$ cat config.mk
export PLATFORM = sky130hd
export DESIGN_NAME = mem_port_arbiter_flat
export DESIGN_NICKNAME = d
export VERILOG_FILES = /design/src/rtl/mem_port_arbiter_pkg.sv /design/src/rtl/mem_port_arbiter_if.sv /design/src/rtl/mem_port_arbiter_addr_checker.sv /design/src/rtl/mem_port_arbiter.sv /design/src/flat_wrapper.sv
export SDC_FILE = /design/constraint.sdc
export NUM_CORES = 1
export LEC_CHECK = 0
export BUFFER_PORTS_ARGS = -buffer_cell sky130_fd_sc_hd__buf_2
export CORE_MARGIN = 2
export CORE_UTILIZATION = 48
export CTS_BUF_LIST = sky130_fd_sc_hd__clkbuf_4 sky130_fd_sc_hd__clkbuf_8 sky130_fd_sc_hd__clkbuf_16
export DETAILED_ROUTE_END_ITERATION = 12
export MAX_ROUTING_LAYER = met4
export PLACE_DENSITY = 0.9
export SLEW_MARGIN = 20
export SYNTH_ARGS = -nofsm -noshare
export SYNTH_HDL_FRONTEND = slang
export SYNTH_SLANG_ARGS = --single-unit
$ cat constraint.sdc
create_clock -name clk -period 6.5 [get_ports clk]
set_clock_uncertainty 0.1 [all_clocks]
set_input_delay 1.3 -clock clk [delete_from_list [all_inputs] [get_ports clk]]
set_output_delay 1.3 -clock clk [all_outputs]
set_load 0.01 [all_outputs]
$ cat src/rtl/mem_port_arbiter_pkg.sv
// Shared definitions for the instruction/data memory port arbiter.
package mem_pkg;

    typedef enum logic [1:0] {
        IDLE   = 2'd0,
        BUSY_I = 2'd1,
        BUSY_D = 2'd2,
        RESP   = 2'd3
    } arb_state_e;

    localparam int DATA_W  = 32;
    localparam int TMO_W   = 8;
    localparam int BURST_W = 4;

    localparam logic [31:0] MEM_LO_DEF = 32'h0000_0000;
    localparam logic [31:0] MEM_HI_DEF = 32'h0000_FFFF;

endpackage

$ cat src/rtl/mem_port_arbiter_if.sv
// Fetch, load/store and memory bus signals seen by the arbiter.
interface mem_port_arbiter_if #(
    parameter int ADDR_W = 32
);
    import mem_pkg::*;

    logic              if_req;
    logic [ADDR_W-1:0] if_addr;
    logic              d_req;
    logic              d_we;
    logic [ADDR_W-1:0] d_addr;
    logic [DATA_W-1:0] d_wdata;

    logic              mem_req;
    logic              mem_we;
    logic [ADDR_W-1:0] mem_addr;
    logic [DATA_W-1:0] mem_wdata;
    logic              mem_ack;
    logic [DATA_W-1:0] mem_rdata;

    logic              if_done;
    logic [DATA_W-1:0] instr;
    logic              d_done;
    logic [DATA_W-1:0] d_rdata;
    logic              wait_instr;
    logic              wait_data;
    logic              instr_segv;
    logic              data_segv;

    modport slave (
        input  if_req, if_addr, d_req, d_we, d_addr, d_wdata, mem_ack, mem_rdata,
        output mem_req, mem_we, mem_addr, mem_wdata, if_done, instr, d_done, d_rdata,
               wait_instr, wait_data, instr_segv, data_segv
    );

    modport master (
        output if_req, if_addr, d_req, d_we, d_addr, d_wdata, mem_ack, mem_rdata,
        input  mem_req, mem_we, mem_addr, mem_wdata, if_done, instr, d_done, d_rdata,
               wait_instr, wait_data, instr_segv, data_segv
    );

endinterface

$ cat src/rtl/mem_port_arbiter_addr_checker.sv
// Combinational range and word-alignment check on a byte address.
module addr_checker #(
    parameter int ADDR_W = 32
) (
    input  logic [ADDR_W-1:0] addr,
    input  logic [ADDR_W-1:0] lo,
    input  logic [ADDR_W-1:0] hi,
    output logic              legal
);

    assign legal = (addr >= lo) && (addr <= hi) && (addr[1:0] == 2'b00);

endmodule

$ cat src/rtl/mem_port_arbiter.sv
// Shares one memory port between fetch and load/store, data first with a
// starvation guard for fetch, plus bounds/alignment faults and bus timeout.
module mem_port_arbiter
    import mem_pkg::*;
#(
    parameter int              ADDR_W     = 32,
    parameter logic [ADDR_W-1:0] MEM_LO   = ADDR_W'(MEM_LO_DEF),
    parameter logic [ADDR_W-1:0] MEM_HI   = ADDR_W'(MEM_HI_DEF),
    parameter int              TIMEOUT    = 16,
    parameter int              MAX_DBURST = 4
) (
    input logic             clk,
    input logic             reset,
    mem_port_arbiter_if.slave bus
);

    localparam logic [1:0] ST_IDLE   = IDLE;
    localparam logic [1:0] ST_BUSY_I = BUSY_I;
    localparam logic [1:0] ST_BUSY_D = BUSY_D;
    localparam logic [1:0] ST_RESP   = RESP;

    localparam logic [TMO_W-1:0]   TMO_LAST  = TMO_W'(TIMEOUT - 1);
    localparam logic [BURST_W-1:0] BURST_MAX = BURST_W'(MAX_DBURST);

    logic [1:0]         state;
    logic [TMO_W-1:0]   tmo_cnt;
    logic [BURST_W-1:0] burst_cnt;

    logic              sel_data;
    logic              sel_instr;
    logic [ADDR_W-1:0] sel_addr;
    logic              legal;

    // The guard only matters while a fetch is actually waiting.
    assign sel_data  = bus.d_req && (!bus.if_req || (burst_cnt < BURST_MAX));
    assign sel_instr = !sel_data && bus.if_req;
    assign sel_addr  = sel_data ? bus.d_addr : bus.if_addr;

    addr_checker #(.ADDR_W(ADDR_W)) u_addr_checker (
        .addr  (sel_addr),
        .lo    (MEM_LO),
        .hi    (MEM_HI),
        .legal (legal)
    );

    assign bus.wait_instr = bus.if_req & ~bus.if_done;
    assign bus.wait_data  = bus.d_req & ~bus.d_done;

    always_ff @(posedge clk or posedge reset) begin
        if (reset) begin
            state          <= ST_IDLE;
            tmo_cnt        <= '0;
            burst_cnt      <= '0;
            bus.mem_req    <= 1'b0;
            bus.mem_we     <= 1'b0;
            bus.mem_addr   <= '0;
            bus.mem_wdata  <= '0;
            bus.if_done    <= 1'b0;
            bus.d_done     <= 1'b0;
            bus.instr      <= '0;
            bus.d_rdata    <= '0;
            bus.instr_segv <= 1'b0;
            bus.data_segv  <= 1'b0;
        end else begin
            case (state)
                ST_IDLE: begin
                    if (sel_data || sel_instr) begin
                        if (sel_data && bus.if_req) begin
                            if (burst_cnt != BURST_MAX)
                                burst_cnt <= burst_cnt + 1'b1;
                        end else begin
                            burst_cnt <= '0;
                        end

                        if (!legal) begin
                            state <= ST_RESP;
                            if (sel_data) begin
                                bus.d_done    <= 1'b1;
                                bus.data_segv <= 1'b1;
                                bus.d_rdata   <= '0;
                            end else begin
                                bus.if_done    <= 1'b1;
                                bus.instr_segv <= 1'b1;
                                bus.instr      <= '0;
                            end
                        end else begin
                            state         <= sel_data ? ST_BUSY_D : ST_BUSY_I;
                            tmo_cnt       <= '0;
                            bus.mem_req   <= 1'b1;
                            bus.mem_addr  <= sel_addr;
                            bus.mem_we    <= sel_data & bus.d_we;
                            bus.mem_wdata <= sel_data ? bus.d_wdata : '0;
                        end
                    end
                end

                ST_BUSY_I, ST_BUSY_D: begin
                    if (bus.mem_ack || (tmo_cnt == TMO_LAST)) begin
                        state       <= ST_RESP;
                        tmo_cnt     <= '0;
                        bus.mem_req <= 1'b0;
                        if (state == ST_BUSY_I) begin
                            bus.if_done    <= 1'b1;
                            bus.instr_segv <= !bus.mem_ack;
                            bus.instr      <= bus.mem_ack ? bus.mem_rdata : '0;
                        end else begin
                            bus.d_done    <= 1'b1;
                            bus.data_segv <= !bus.mem_ack;
                            bus.d_rdata   <= (bus.mem_ack && !bus.mem_we) ? bus.mem_rdata : '0;
                        end
                    end else begin
                        tmo_cnt <= tmo_cnt + 1'b1;
                    end
                end

                ST_RESP: begin
                    state          <= ST_IDLE;
                    bus.if_done    <= 1'b0;
                    bus.d_done     <= 1'b0;
                    bus.instr_segv <= 1'b0;
                    bus.data_segv  <= 1'b0;
                end

                default: state <= ST_IDLE;
            endcase
        end
    end

endmodule

$ cat src/flat_wrapper.sv
// flat-port wrapper written by rule: the top's interface ports become plain ports
module mem_port_arbiter_flat import mem_pkg::*;
#(
    parameter int              ADDR_W     = 32,
    parameter logic [ADDR_W-1:0] MEM_LO   = ADDR_W'(MEM_LO_DEF),
    parameter logic [ADDR_W-1:0] MEM_HI   = ADDR_W'(MEM_HI_DEF),
    parameter int              TIMEOUT    = 16,
    parameter int              MAX_DBURST = 4
)
  (clk, reset, bus_if_req, bus_if_addr, bus_d_req, bus_d_we, bus_d_addr, bus_d_wdata, bus_mem_ack, bus_mem_rdata, bus_mem_req, bus_mem_we, bus_mem_addr, bus_mem_wdata, bus_if_done, bus_instr, bus_d_done, bus_d_rdata, bus_wait_instr, bus_wait_data, bus_instr_segv, bus_data_segv);
  mem_port_arbiter_if #(.ADDR_W(ADDR_W)) bus_i ();
  input logic clk;
  input logic reset;
  input wire logic [$bits(bus_i.if_req)-1:0] bus_if_req;
  input wire logic [$bits(bus_i.if_addr)-1:0] bus_if_addr;
  input wire logic [$bits(bus_i.d_req)-1:0] bus_d_req;
  input wire logic [$bits(bus_i.d_we)-1:0] bus_d_we;
  input wire logic [$bits(bus_i.d_addr)-1:0] bus_d_addr;
  input wire logic [$bits(bus_i.d_wdata)-1:0] bus_d_wdata;
  input wire logic [$bits(bus_i.mem_ack)-1:0] bus_mem_ack;
  input wire logic [$bits(bus_i.mem_rdata)-1:0] bus_mem_rdata;
  output wire logic [$bits(bus_i.mem_req)-1:0] bus_mem_req;
  output wire logic [$bits(bus_i.mem_we)-1:0] bus_mem_we;
  output wire logic [$bits(bus_i.mem_addr)-1:0] bus_mem_addr;
  output wire logic [$bits(bus_i.mem_wdata)-1:0] bus_mem_wdata;
  output wire logic [$bits(bus_i.if_done)-1:0] bus_if_done;
  output wire logic [$bits(bus_i.instr)-1:0] bus_instr;
  output wire logic [$bits(bus_i.d_done)-1:0] bus_d_done;
  output wire logic [$bits(bus_i.d_rdata)-1:0] bus_d_rdata;
  output wire logic [$bits(bus_i.wait_instr)-1:0] bus_wait_instr;
  output wire logic [$bits(bus_i.wait_data)-1:0] bus_wait_data;
  output wire logic [$bits(bus_i.instr_segv)-1:0] bus_instr_segv;
  output wire logic [$bits(bus_i.data_segv)-1:0] bus_data_segv;
  assign bus_i.if_req = bus_if_req;
  assign bus_i.if_addr = bus_if_addr;
  assign bus_i.d_req = bus_d_req;
  assign bus_i.d_we = bus_d_we;
  assign bus_i.d_addr = bus_d_addr;
  assign bus_i.d_wdata = bus_d_wdata;
  assign bus_i.mem_ack = bus_mem_ack;
  assign bus_i.mem_rdata = bus_mem_rdata;
  assign bus_mem_req = bus_i.mem_req;
  assign bus_mem_we = bus_i.mem_we;
  assign bus_mem_addr = bus_i.mem_addr;
  assign bus_mem_wdata = bus_i.mem_wdata;
  assign bus_if_done = bus_i.if_done;
  assign bus_instr = bus_i.instr;
  assign bus_d_done = bus_i.d_done;
  assign bus_d_rdata = bus_i.d_rdata;
  assign bus_wait_instr = bus_i.wait_instr;
  assign bus_wait_data = bus_i.wait_data;
  assign bus_instr_segv = bus_i.instr_segv;
  assign bus_data_segv = bus_i.data_segv;
  mem_port_arbiter #(.ADDR_W(ADDR_W), .MEM_LO(MEM_LO), .MEM_HI(MEM_HI), .TIMEOUT(TIMEOUT), .MAX_DBURST(MAX_DBURST)) u_core (.clk(clk), .reset(reset), .bus(bus_i));
endmodule
==> results_dict.tcl, run 1 <==
set metrics [dict create \
    cpLargestDelayFamily "buffers and inverters" \
    post-route-period-util_pct 51.1 \
    num-fill-cells 985 \
    ys_ff_latch 148 \
    max_freq_mhz 301 \
    clk_latency_ns 0.41 \
    ctsHoldBuffers 0 \
    seq_area_frac_synth_pct 58.6 \
    cp_slowest_cell "buf_4" \
    syn-instance-count 560 \
    finalHoldViolCount 0 \
    h-tree-depth 4 \
    synth_nets 703 \
    clockBufferDepth 2 \
    rsz0062_at_grt "no" \
    grt_pass1_wl_mm 25.7 \
    dieArea_mm2 0.0141 \
    yosys-top-cells-area "dfrtp_1 59%, mux2_2 5.9%, nand2_1 5.5%" \
    crit_path_start_kind "primary input" \
    holdCritPathClass "flip-flop to flip-flop" \
    grt_max_degree 114 \
    cts.repair.resized 0 \
    cp-endpoint "u_core.bus.mem_wdata[8]" \
    worstMarginPinSlew_ns 0.886 \
    power_density_mw_per_mm2 392 \
    core_mm2 0.0127 \
    antenna_found_initial 0 \
    ys_warn_count 0 \
    detail-route-antenna-nets 0 \
    final_util_pct 66.2 \
    status "complete, no violations" \
    drt_iter0_drc 317 \
    cts_buffers 17 \
    worstSetupEndpointType "flip-flop" \
    drv_cap 0 \
    finalSetupTns_ns 0 \
    die_y_um 119 \
    timing.rr.end "u_core.bus.instr[3]" \
    cp_max_fo 113 \
    fin_nets 960 \
    leakagePower_uw 0.00467 \
    max_stage_delay_ns 0.67 \
    synth_top_area_cell "dfrtp_1" \
    cp_data_arrival_time_ns 3.46 \
    async_reset_ff_share_pct 100 \
    synthDominantCellAreaShare_pct 58.6 \
    clk_pin_slew_worst_paths_ns 0.06 \
    r2r_slack_ns 3.65 \
    slew-limit-headroom_pct 41.0 \
    slew_violations 0 \
    fp-row-count 41 \
    reg2reg_depth 8 \
    finalSetupViolCount 0 \
    dp_hpwl_mm 11.0 \
    initial_core_util_pct 49.7 \
    path_depth 7 \
    netlist_area_mm2 0.00632 \
    grt_pass1_vias 5113 \
    period_needed_ns 3.32 \
    cts_sinks 148 \
    gp_congestion 0.819 \
    post-cts-setup-buffer-count 0 \
    ys_types 37 \
    peakVddDrop_mv 0.277 \
    r2r_start "u_core.state[0]" \
    crit_type "primary input to flip-flop" \
    drt-total-wl_mm 15.9 \
    avgViaCountPerCell 5.19 \
    grtUsageTotal_pct 23.9 \
    dr.pass1.iters 6 \
    vias 5205 \
    syn2layout_area_growth_pct 33.2 \
    num_io_pins 270 \
    fp.dieW_um 119 \
    drc 0 \
    ys.flop_type "dfrtp_1" \
    cts_tree "yes" \
    n_antenna_cell 0 \
    startpoint "bus_if_req" \
    avgSynthCellArea_um2 11.3 \
    crit_buf_inv 2 \
    cts_root_buf "clkbuf_16" \
    drive_gt1_share_pct 42.7 \
    synth_edf_count 0 \
    path_cells "buf_2, o21ai_1, and2_4, nor3_2, o21ai_4, buf_4, o21ai_0" \
    cp_data_required_time_ns 6.64 \
    grt_overflow 0 \
    wl_per_cell_um 15.9 \
    io_buffers 269 \
]
==> through the flow <==
| step | hold WS (ns) | worst slack, ns | cells | power (uW) | instance area, um2 |
|---|---|---|---|---|---|
| 6_report | 0.374 | 3.18 | 1002 | 3300 | 8420 |
| 5_1_grt | 0.395 | 2.95 | 1002 | 3480 | 8420 |
| 4_1_cts | 0.380 | 2.83 | 1002 | 3330 | 8420 |
| 3_5_place_dp | 0.366 | 2.35 | 970 | 2250 | 7770 |
| 3_3_place_gp | 0.358 | 2.46 | 970 | 2220 | 7770 |
| 2_1_floorplan | 0.365 | 1.12 | 560 | 1950 | 6320 |
==> metal layers <==
layer | global-route usage [%] | vias up | wire length, um
met4 | 9.82 | 0 | 395
li1 | - | 2469 | -
met5 | - | - | 0
met2 | 38.1 | 229 | 7810
met3 | 5.55 | 30 | 1060
met1 | 29.4 | 2477 | 6650
==> cells in the final DEF, fill, tap and decap left out, drive strengths merged <==
master and instances:
nand4 1, clkbuf 19, dfrtp 148, o41ai 1, clkinvlp 4, a32oi 1, o31ai 4, nor4 7
nor2b 3, clkinv 1, nand2b 2, nor2 13, mux2 34, bufinv 4, buf 275, o21ai 65
and2 23, o311ai 1, inv 13, o41a 1, ha 9, and3 34, nor3 3, a22o 34
or3 2, or4 4, mux2i 17, a21oi 5, nand3 8, or2 1, nand2 93
==> power breakdown <==
part / internal (uW) / total (uW) / switching [uW]
combinational: 485 / 1100 / 618
sequential: 1060 / 1140 / 81.0
clock: 669 / 1060 / 387
==> state kept, by name, summed over array words and instances (netlist names) <==
| register | flops |
|---|---|
| u_core.burst_cnt | 4 |
| u_core.bus.d_done | 1 |
| u_core.bus.d_rdata | 32 |
| u_core.bus.data_segv | 1 |
| u_core.bus.if_done | 1 |
| u_core.bus.instr | 32 |
| u_core.bus.instr_segv | 1 |
| u_core.bus.mem_addr | 32 |
| u_core.bus.mem_req | 1 |
| u_core.bus.mem_wdata | 32 |
| u_core.bus.mem_we | 1 |
| u_core.state | 2 |
| u_core.tmo_cnt | 8 |
==> kinds of logic after synthesis <==
group / Yosys count / synth area share [%]
simple gates: 194 / 15.6
flops: 148 / 58.6
mux: 51 / 8.75
buf+inv: 46 / 3.36
compound gates: 112 / 12.0
fa+ha+maj: 9 / 1.78
==> synth_stat cells, drive strengths merged (4+ instances only) <==
master  instances
mux2i          17
o21ai          65
a21oi           5
nand2          93
a22o           34
clkbuf         25
inv             9
and3           34
ha              9
buf            12
or4             4
dfrtp         148
mux2           34
and2           23
nor2           13
o31ai           4
nor4            7
nand3           8
==> how the worst min path moves through the flow <==
stage / from / depth (start not counted) / endpoint / slack, ns
after floorplan: u_core.burst_cnt[3] / 2 / u_core.burst_cnt[3] / 0.36
after global placement: u_core.bus.mem_wdata[24] / 2 / u_core.bus.mem_wdata[24] / 0.36
after detailed placement: u_core.bus.mem_addr[3] / 2 / u_core.bus.mem_addr[3] / 0.37
after CTS: u_core.bus.mem_addr[3] / 2 / u_core.bus.mem_addr[3] / 0.38
after global routing: u_core.bus.instr[23] / 1 / u_core.bus.instr[23] / 0.40
final: u_core.bus.mem_wdata[27] / 2 / u_core.bus.mem_wdata[27] / 0.37
==> worst register-to-register path, stage by stage, from the launching register on <==
cell and delay, ns:
dfrtp_1 0.44, inv_1 0.11, ha_1 0.31, buf_4 0.25
nor2b_1 0.20, o41a_1 0.24, nor4_4 0.24, buf_4 0.42
mux2_2 0.43
==> layout make-up <==
cell class              count  area (um2)  area share (%)
clock inverters            13         194            2.30
multi-input cells         366        2420            28.8
clock buffers              19         453            5.38
flip-flops and latches    148        3700            44.0
well taps                 172         215            2.56
repair buffers            275        1390            16.5
inverters                   9        38.8           0.461
Power figures use the tool's default switching activity.
==> inputs of run 2 (changes only) <==
==> constraint.sdc (replaced) <==
create_clock -name clk -period 3.3 [get_ports clk]
set_clock_uncertainty 0.1 [all_clocks]
set_input_delay 0.66 -clock clk [delete_from_list [all_inputs] [get_ports clk]]
set_output_delay 0.66 -clock clk [all_outputs]
set_load 0.01 [all_outputs]
==> run 2 against run 1 <==
Against the previous run:
- sequential share of layout area is 0.14 points lower
- global-route usage rose by 1.9 points
- via count is 2.7% higher
- worst setup slack got worse by 2.6 ns
- first-iteration DRC count is 1.3% lower
- clock power is 87% higher
- utilization increased by 0.21 points
- critical path type is now flip-flop to flip-flop
- largest cell class unchanged
==> results_dict.tcl, run 2 (same netlist as run 1, synthesis figures left out) <==
set metrics [dict create \
    grt_max_degree 114 \
    slew-limit-headroom_pct 59.8 \
    dr.pass1.iters 5 \
    io_buffers 269 \
    post-route-period-util_pct 81.6 \
    rsz0062_at_grt "no" \
    grt_pass1_wl_mm 27.7 \
    grt_pass1_vias 5378 \
    n_antenna_cell 0 \
    final_common_cell "buf_2" \
    dp_hpwl_mm 12.2 \
    crit_path_start_kind "flip-flop" \
    core_mm2 0.0127 \
    cp_data_required_time_ns 3.49 \
    fin_ws_ns 0.609 \
    dp_slack_ns 0.488 \
    cts_buffers 17 \
    num-fill-cells 1025 \
    cts_sinks 148 \
    crit_type "flip-flop to flip-flop" \
    power_density_mw_per_mm2 764 \
    wl_per_cell_um 17.1 \
    ctsHoldBuffers 0 \
    antenna_found_initial 1 \
    drt-total-wl_mm 17.2 \
    max_freq_mhz 372 \
    finalSetupTns_ns 0 \
    startpoint "u_core.state[0]" \
    detail-route-antenna-nets 0 \
    num_io_pins 270 \
    slew_violations 0 \
    cp-endpoint "u_core.bus.instr[14]" \
    clk_latency_ns 0.41 \
    worstSetupEndpointType "flip-flop" \
    fp-row-count 41 \
    drive_gt1_share_pct 42.9 \
    post-cts-setup-buffer-count 0 \
    period_needed_ns 2.69 \
    cts_tree "yes" \
    dieArea_mm2 0.0141 \
    cp_max_fo 32 \
    syn2layout_area_growth_pct 33.6 \
    drv_cap 0 \
    drc 0 \
    leakagePower_uw 0.00469 \
    peakVddDrop_mv 0.525 \
    clk_pin_slew_worst_paths_ns 0.06 \
    status "complete, no violations" \
    avgViaCountPerCell 5.32 \
    finalSetupViolCount 0 \
    reg2reg_depth 7 \
    cts.repair.resized 0 \
    gp_congestion 0.819 \
    layout_common_cells "269 x buf_2, 148 x dfrtp_1, 93 x nand2_1" \
    cp_data_arrival_time_ns 2.88 \
    cts_root_buf "clkbuf_16" \
    h-tree-depth 4 \
    fp.dieW_um 119 \
    vias 5348 \
    timing.rr.end "u_core.bus.instr[14]" \
    grt_overflow 0 \
    clockBufferDepth 2 \
    die_y_um 119 \
    r2r_start "u_core.state[0]" \
    grtUsageTotal_pct 25.8 \
    r2r_slack_ns 0.61 \
    fin_nets 964 \
    drt_iter0_drc 313 \
    holdCritPathClass "primary input to async pin" \
    final_util_pct 66.4 \
    initial_core_util_pct 49.7 \
    p_total_uw 6450 \
    worstMarginPinSlew_ns 0.603 \
    finalHoldViolCount 0 \
]
## run 2: cell type report
type                            count  area [um2]  area share (%)
Clock buffer                       18         433            5.13
Sequential cell                   148        3700            43.9
Clock inverter                     13         175            2.07
Multi-Input combinational cell    366        2420            28.7
Inverter                            9        37.5           0.445
Tap cell                          172         215            2.55
Timing Repair Buffer              279        1460            17.3
## run 2: through the flow
step           area (um2)  hold WS (ns)  cells
4_1_cts              8440         0.155   1005
5_1_grt              8440         0.164   1005
3_3_place_gp         7840         0.356    974
2_1_floorplan        6320         0.365    560
6_report             8440         0.160   1005
3_5_place_dp         7840         0.365    974
## run 2: layer usage
| layer | track usage [%] | share of wire, % | up-vias |
|---|---|---|---|
| li1 | - | - | 2470 |
| met1 | 30.8 | 41 | 2579 |
| met2 | 42.9 | 50 | 264 |
| met3 | 5.36 | 6.6 | 35 |
| met4 | 9.90 | 2.4 | 0 |
| met5 | - | 0 | - |
## run 2: where the power goes
| group | switching (uW) | leakage [uW] | internal, uW |
|---|---|---|---|
| Clock | 766 | 0.000297 | 1210 |
| Combinational | 1240 | 0.00238 | 974 |
| Sequential | 166 | 0.00201 | 2090 |
## run 2: worst min-delay path by stage
stage / start / end / depth (start not counted)
2_1_floorplan: u_core.burst_cnt[3] / u_core.burst_cnt[3] / 2
3_3_place_gp: u_core.bus.mem_wdata[17] / u_core.bus.mem_wdata[17] / 2
3_5_place_dp: u_core.bus.mem_addr[8] / u_core.bus.mem_addr[8] / 2
4_1_cts: reset / u_core.bus.mem_addr[24] / 2
5_1_grt: reset / u_core.bus.mem_addr[24] / 2
6_report: reset / u_core.bus.mem_addr[24] / 2
## run 2: critical path, stage by stage (launching register included)
cell     delay [ns]
dfrtp_1        0.45
inv_1          0.12
ha_1           0.41
nor2b_1        0.20
o41a_1         0.21
nor4_4         0.23
buf_4          0.44
mux2_2         0.40
==> inputs of run 3 (changes only) <==
--- a/config.mk
+++ b/config.mk
@@ -5,13 +5,14 @@
 export SDC_FILE = /design/constraint.sdc
 export NUM_CORES = 1
 export LEC_CHECK = 0
+export ABC_AREA = 1
 export BUFFER_PORTS_ARGS = -buffer_cell sky130_fd_sc_hd__buf_2
 export CORE_MARGIN = 2
-export CORE_UTILIZATION = 48
+export CORE_UTILIZATION = 44
 export CTS_BUF_LIST = sky130_fd_sc_hd__clkbuf_4 sky130_fd_sc_hd__clkbuf_8 sky130_fd_sc_hd__clkbuf_16
 export DETAILED_ROUTE_END_ITERATION = 12
 export MAX_ROUTING_LAYER = met4
-export PLACE_DENSITY = 0.9
+export PLACE_DENSITY = 0.86
 export SLEW_MARGIN = 20
 export SYNTH_ARGS = -nofsm -noshare
 export SYNTH_HDL_FRONTEND = slang
==> constraint.sdc (replaced) <==
create_clock -name clk -period 2.2 [get_ports clk]
set_clock_uncertainty 0.1 [all_clocks]
set_input_delay 0.44 -clock clk [delete_from_list [all_inputs] [get_ports clk]]
set_output_delay 0.44 -clock clk [all_outputs]
set_load 0.01 [all_outputs]
==> run 3 against run 2 <==
Against the previous run:
- the run now ends with setup timing left
- cell area rose by 15%
- via count rose by 26%
- register-to-register slack worse by 0.82 ns
- wire length increased by 22%
- clock-buffer cell count up 3
- highest routed layer unchanged
==> results_dict.tcl, run 3 <==
set metrics [dict create \
    status "finished, violations left" \
    violations "setup timing" \
    finalSetupViolCount 142 \
    dr.pass1.iters 6 \
    ys_ff_latch 148 \
    ys.flop_type "dfrtp_1" \
    h-tree-depth 4 \
    synth_top_area_cell "dfrtp_1" \
    dp_slack_ns -0.149 \
    crit_path_start_kind "flip-flop" \
    avgSynthCellArea_um2 8.01 \
    placed_cell_area_mm2 0.00857 \
    synth_nets 998 \
    clk_latency_ns 0.41 \
    drc 0 \
    slew-limit-headroom_pct 69.3 \
    ctsHoldBuffers 0 \
    dp.cells 1296 \
    async_reset_ff_share_pct 100 \
    cts_root_buf "clkbuf_16" \
    ys_top_cells_by_count "362 x nand2_1, 148 x dfrtp_1, 71 x inv_1" \
    p_total_uw 12500 \
    clockBufferDepth 2 \
    finalHoldViolCount 0 \
    max_freq_mhz 415 \
    rsz0062_at_grt "yes" \
    worstSetupEndpointType "flip-flop" \
    fin_nets 1295 \
    grt_overflow 0 \
    drt-total-wl_mm 20.9 \
    initial_core_util_pct 45.1 \
    slew_violations 0 \
    drv_cap 0 \
    core_mm2 0.0152 \
    synthDominantCellAreaShare_pct 54.1 \
    die_y_um 129 \
    holdCritPathClass "primary input to async pin" \
    fp.dieW_um 129 \
    vias 6759 \
    dp_hpwl_mm 13.5 \
    cp_data_arrival_time_ns 2.66 \
    antenna_found_initial 0 \
    synth_most_common_cell "nand2_1" \
    seq_area_frac_synth_pct 54.1 \
    clk_pin_slew_worst_paths_ns 0.06 \
    gp_congestion 0.869 \
    synth_edf_count 0 \
    ys_types 28 \
    fin_ws_ns -0.207 \
    post-route-period-util_pct 109 \
    drt_iter0_drc 463 \
    power_density_mw_per_mm2 1290 \
    ys_warn_count 0 \
    grt_pass1_vias 6367 \
    peakVddDrop_mv 0.746 \
    netlist_area_mm2 0.00685 \
    cts_buffers 17 \
    io_buffers 269 \
    period_needed_ns 2.41 \
    final_common_cell "nand2_1" \
    crit_type "flip-flop to flip-flop" \
    syn2layout_area_growth_pct 41.5 \
    detail-route-antenna-nets 0 \
    cp_max_fo 8 \
    grtUsageTotal_pct 23.6 \
    num_io_pins 270 \
    grt_max_degree 81 \
    cp_data_required_time_ns 2.46 \
    avgViaCountPerCell 5.00 \
    final_util_pct 63.8 \
    dieArea_mm2 0.0166 \
    syn-instance-count 855 \
    layout_common_cells "341 x nand2_1, 270 x buf_2, 148 x dfrtp_1" \
    worstMarginPinSlew_ns 0.458 \
    cts_sinks 148 \
    fp-row-count 45 \
    finalInstanceArea_mm2 0.00969 \
    yosys-top-cells-area "dfrtp_1 54%, nand2_1 20%, inv_1 3.9%" \
    instances_no_fill 1353 \
    wl_per_cell_um 15.4 \
    drive_gt1_share_pct 34.5 \
    cts_tree "yes" \
    n_antenna_cell 0 \
    leakagePower_uw 0.00589 \
    grt_pass1_wl_mm 30.2 \
]
run 3: cell families after synthesis:
| family | share of synthesized area (%) |
|---|---|
| AO/OA/AOI/OAI | 3.63 |
| AND/OR/NAND/NOR | 30.5 |
| flip-flops | 54.1 |
| multiplexers | 2.05 |
| adder cells (fa/ha/maj) | 1.64 |
| buffers and inverters | 7.56 |
| XOR/XNOR | 0.512 |
run 3: timing repair:
item	4_1_cts	5_1_grt
resized for setup	11	37
setup endpoints to repair	137	144
setup buffers	4	8
hold endpoints to repair	0	0
pin swaps	1	21
gates cloned	1	12
run 3: path summary, 6_finish.rpt:
kind / end / cells past startpoint / start / slack [ns]
max in group asynchronous: u_core.bus.d_rdata[9] / 3 / reset / 1.59
max reg2reg: u_core.bus.d_rdata[20] / 15 / u_core.burst_cnt[2] / -0.21
max: u_core.bus.d_rdata[20] / 15 / u_core.burst_cnt[2] / -0.21
min: u_core.bus.mem_addr[3] / 3 / reset / 0.05
min in group clk: u_core.bus.mem_wdata[0] / 3 / bus_d_wdata[0] / 0.15
min reg2reg: u_core.bus.mem_addr[17] / 2 / u_core.bus.mem_addr[17] / 0.36
run 3: where the power goes:
group          leakage, uW  total (uW)  switching, uW  internal, uW
logic              0.00356        5650           3310          2340
registers          0.00202        3760            392          3370
clock network     0.000305        3120           1150          1980
total              0.00589       12500           4840          7690
run 3: final cells by class:
class / count / area [um2]
fillers: 1256 / 5510
inverters: 75 / 290
clock inverters: 11 / 174
multi-input cells: 587 / 2730
clock buffers: 21 / 462
flip-flops and latches: 148 / 3700
well taps: 188 / 235
repair buffers: 323 / 2090
run 3: worst max-delay path, cell delays in order (launching register included):
cell and delay, ns:
dfrtp_1 0.42, o21ai_4 0.20, nand2_4 0.10, buf_6 0.14, nand2_2 0.05, nand2_1 0.06
nor2_1 0.15, nand3_1 0.13, nor2_2 0.17, buf_4 0.14, nand3_4 0.09, nand4_1 0.18
buf_6 0.15, clkbuf_16 0.16, nand2_2 0.05, nand2_1 0.06
run 3: layer usage:
layer / global-route usage (%) / up-vias / share of wire [%]
met2: 36.7 / 323 / 49
met5: - / - / 0
li1: - / 3238 / -
met3: 4.74 / 33 / 7.4
met1: 31.0 / 3165 / 42
met4: 8.31 / 0 / 2.3
run 3: metrics by stage:
step | TNS [ns] | hold slack [ns]
floorplan | -29.75 | 0.384
global placement | -1.87 | 0.345
detailed placement | -14.00 | 0.346
CTS | -3.06 | 0.0535
global route | -31.59 | 0.0695
finish | -20.55 | 0.0495
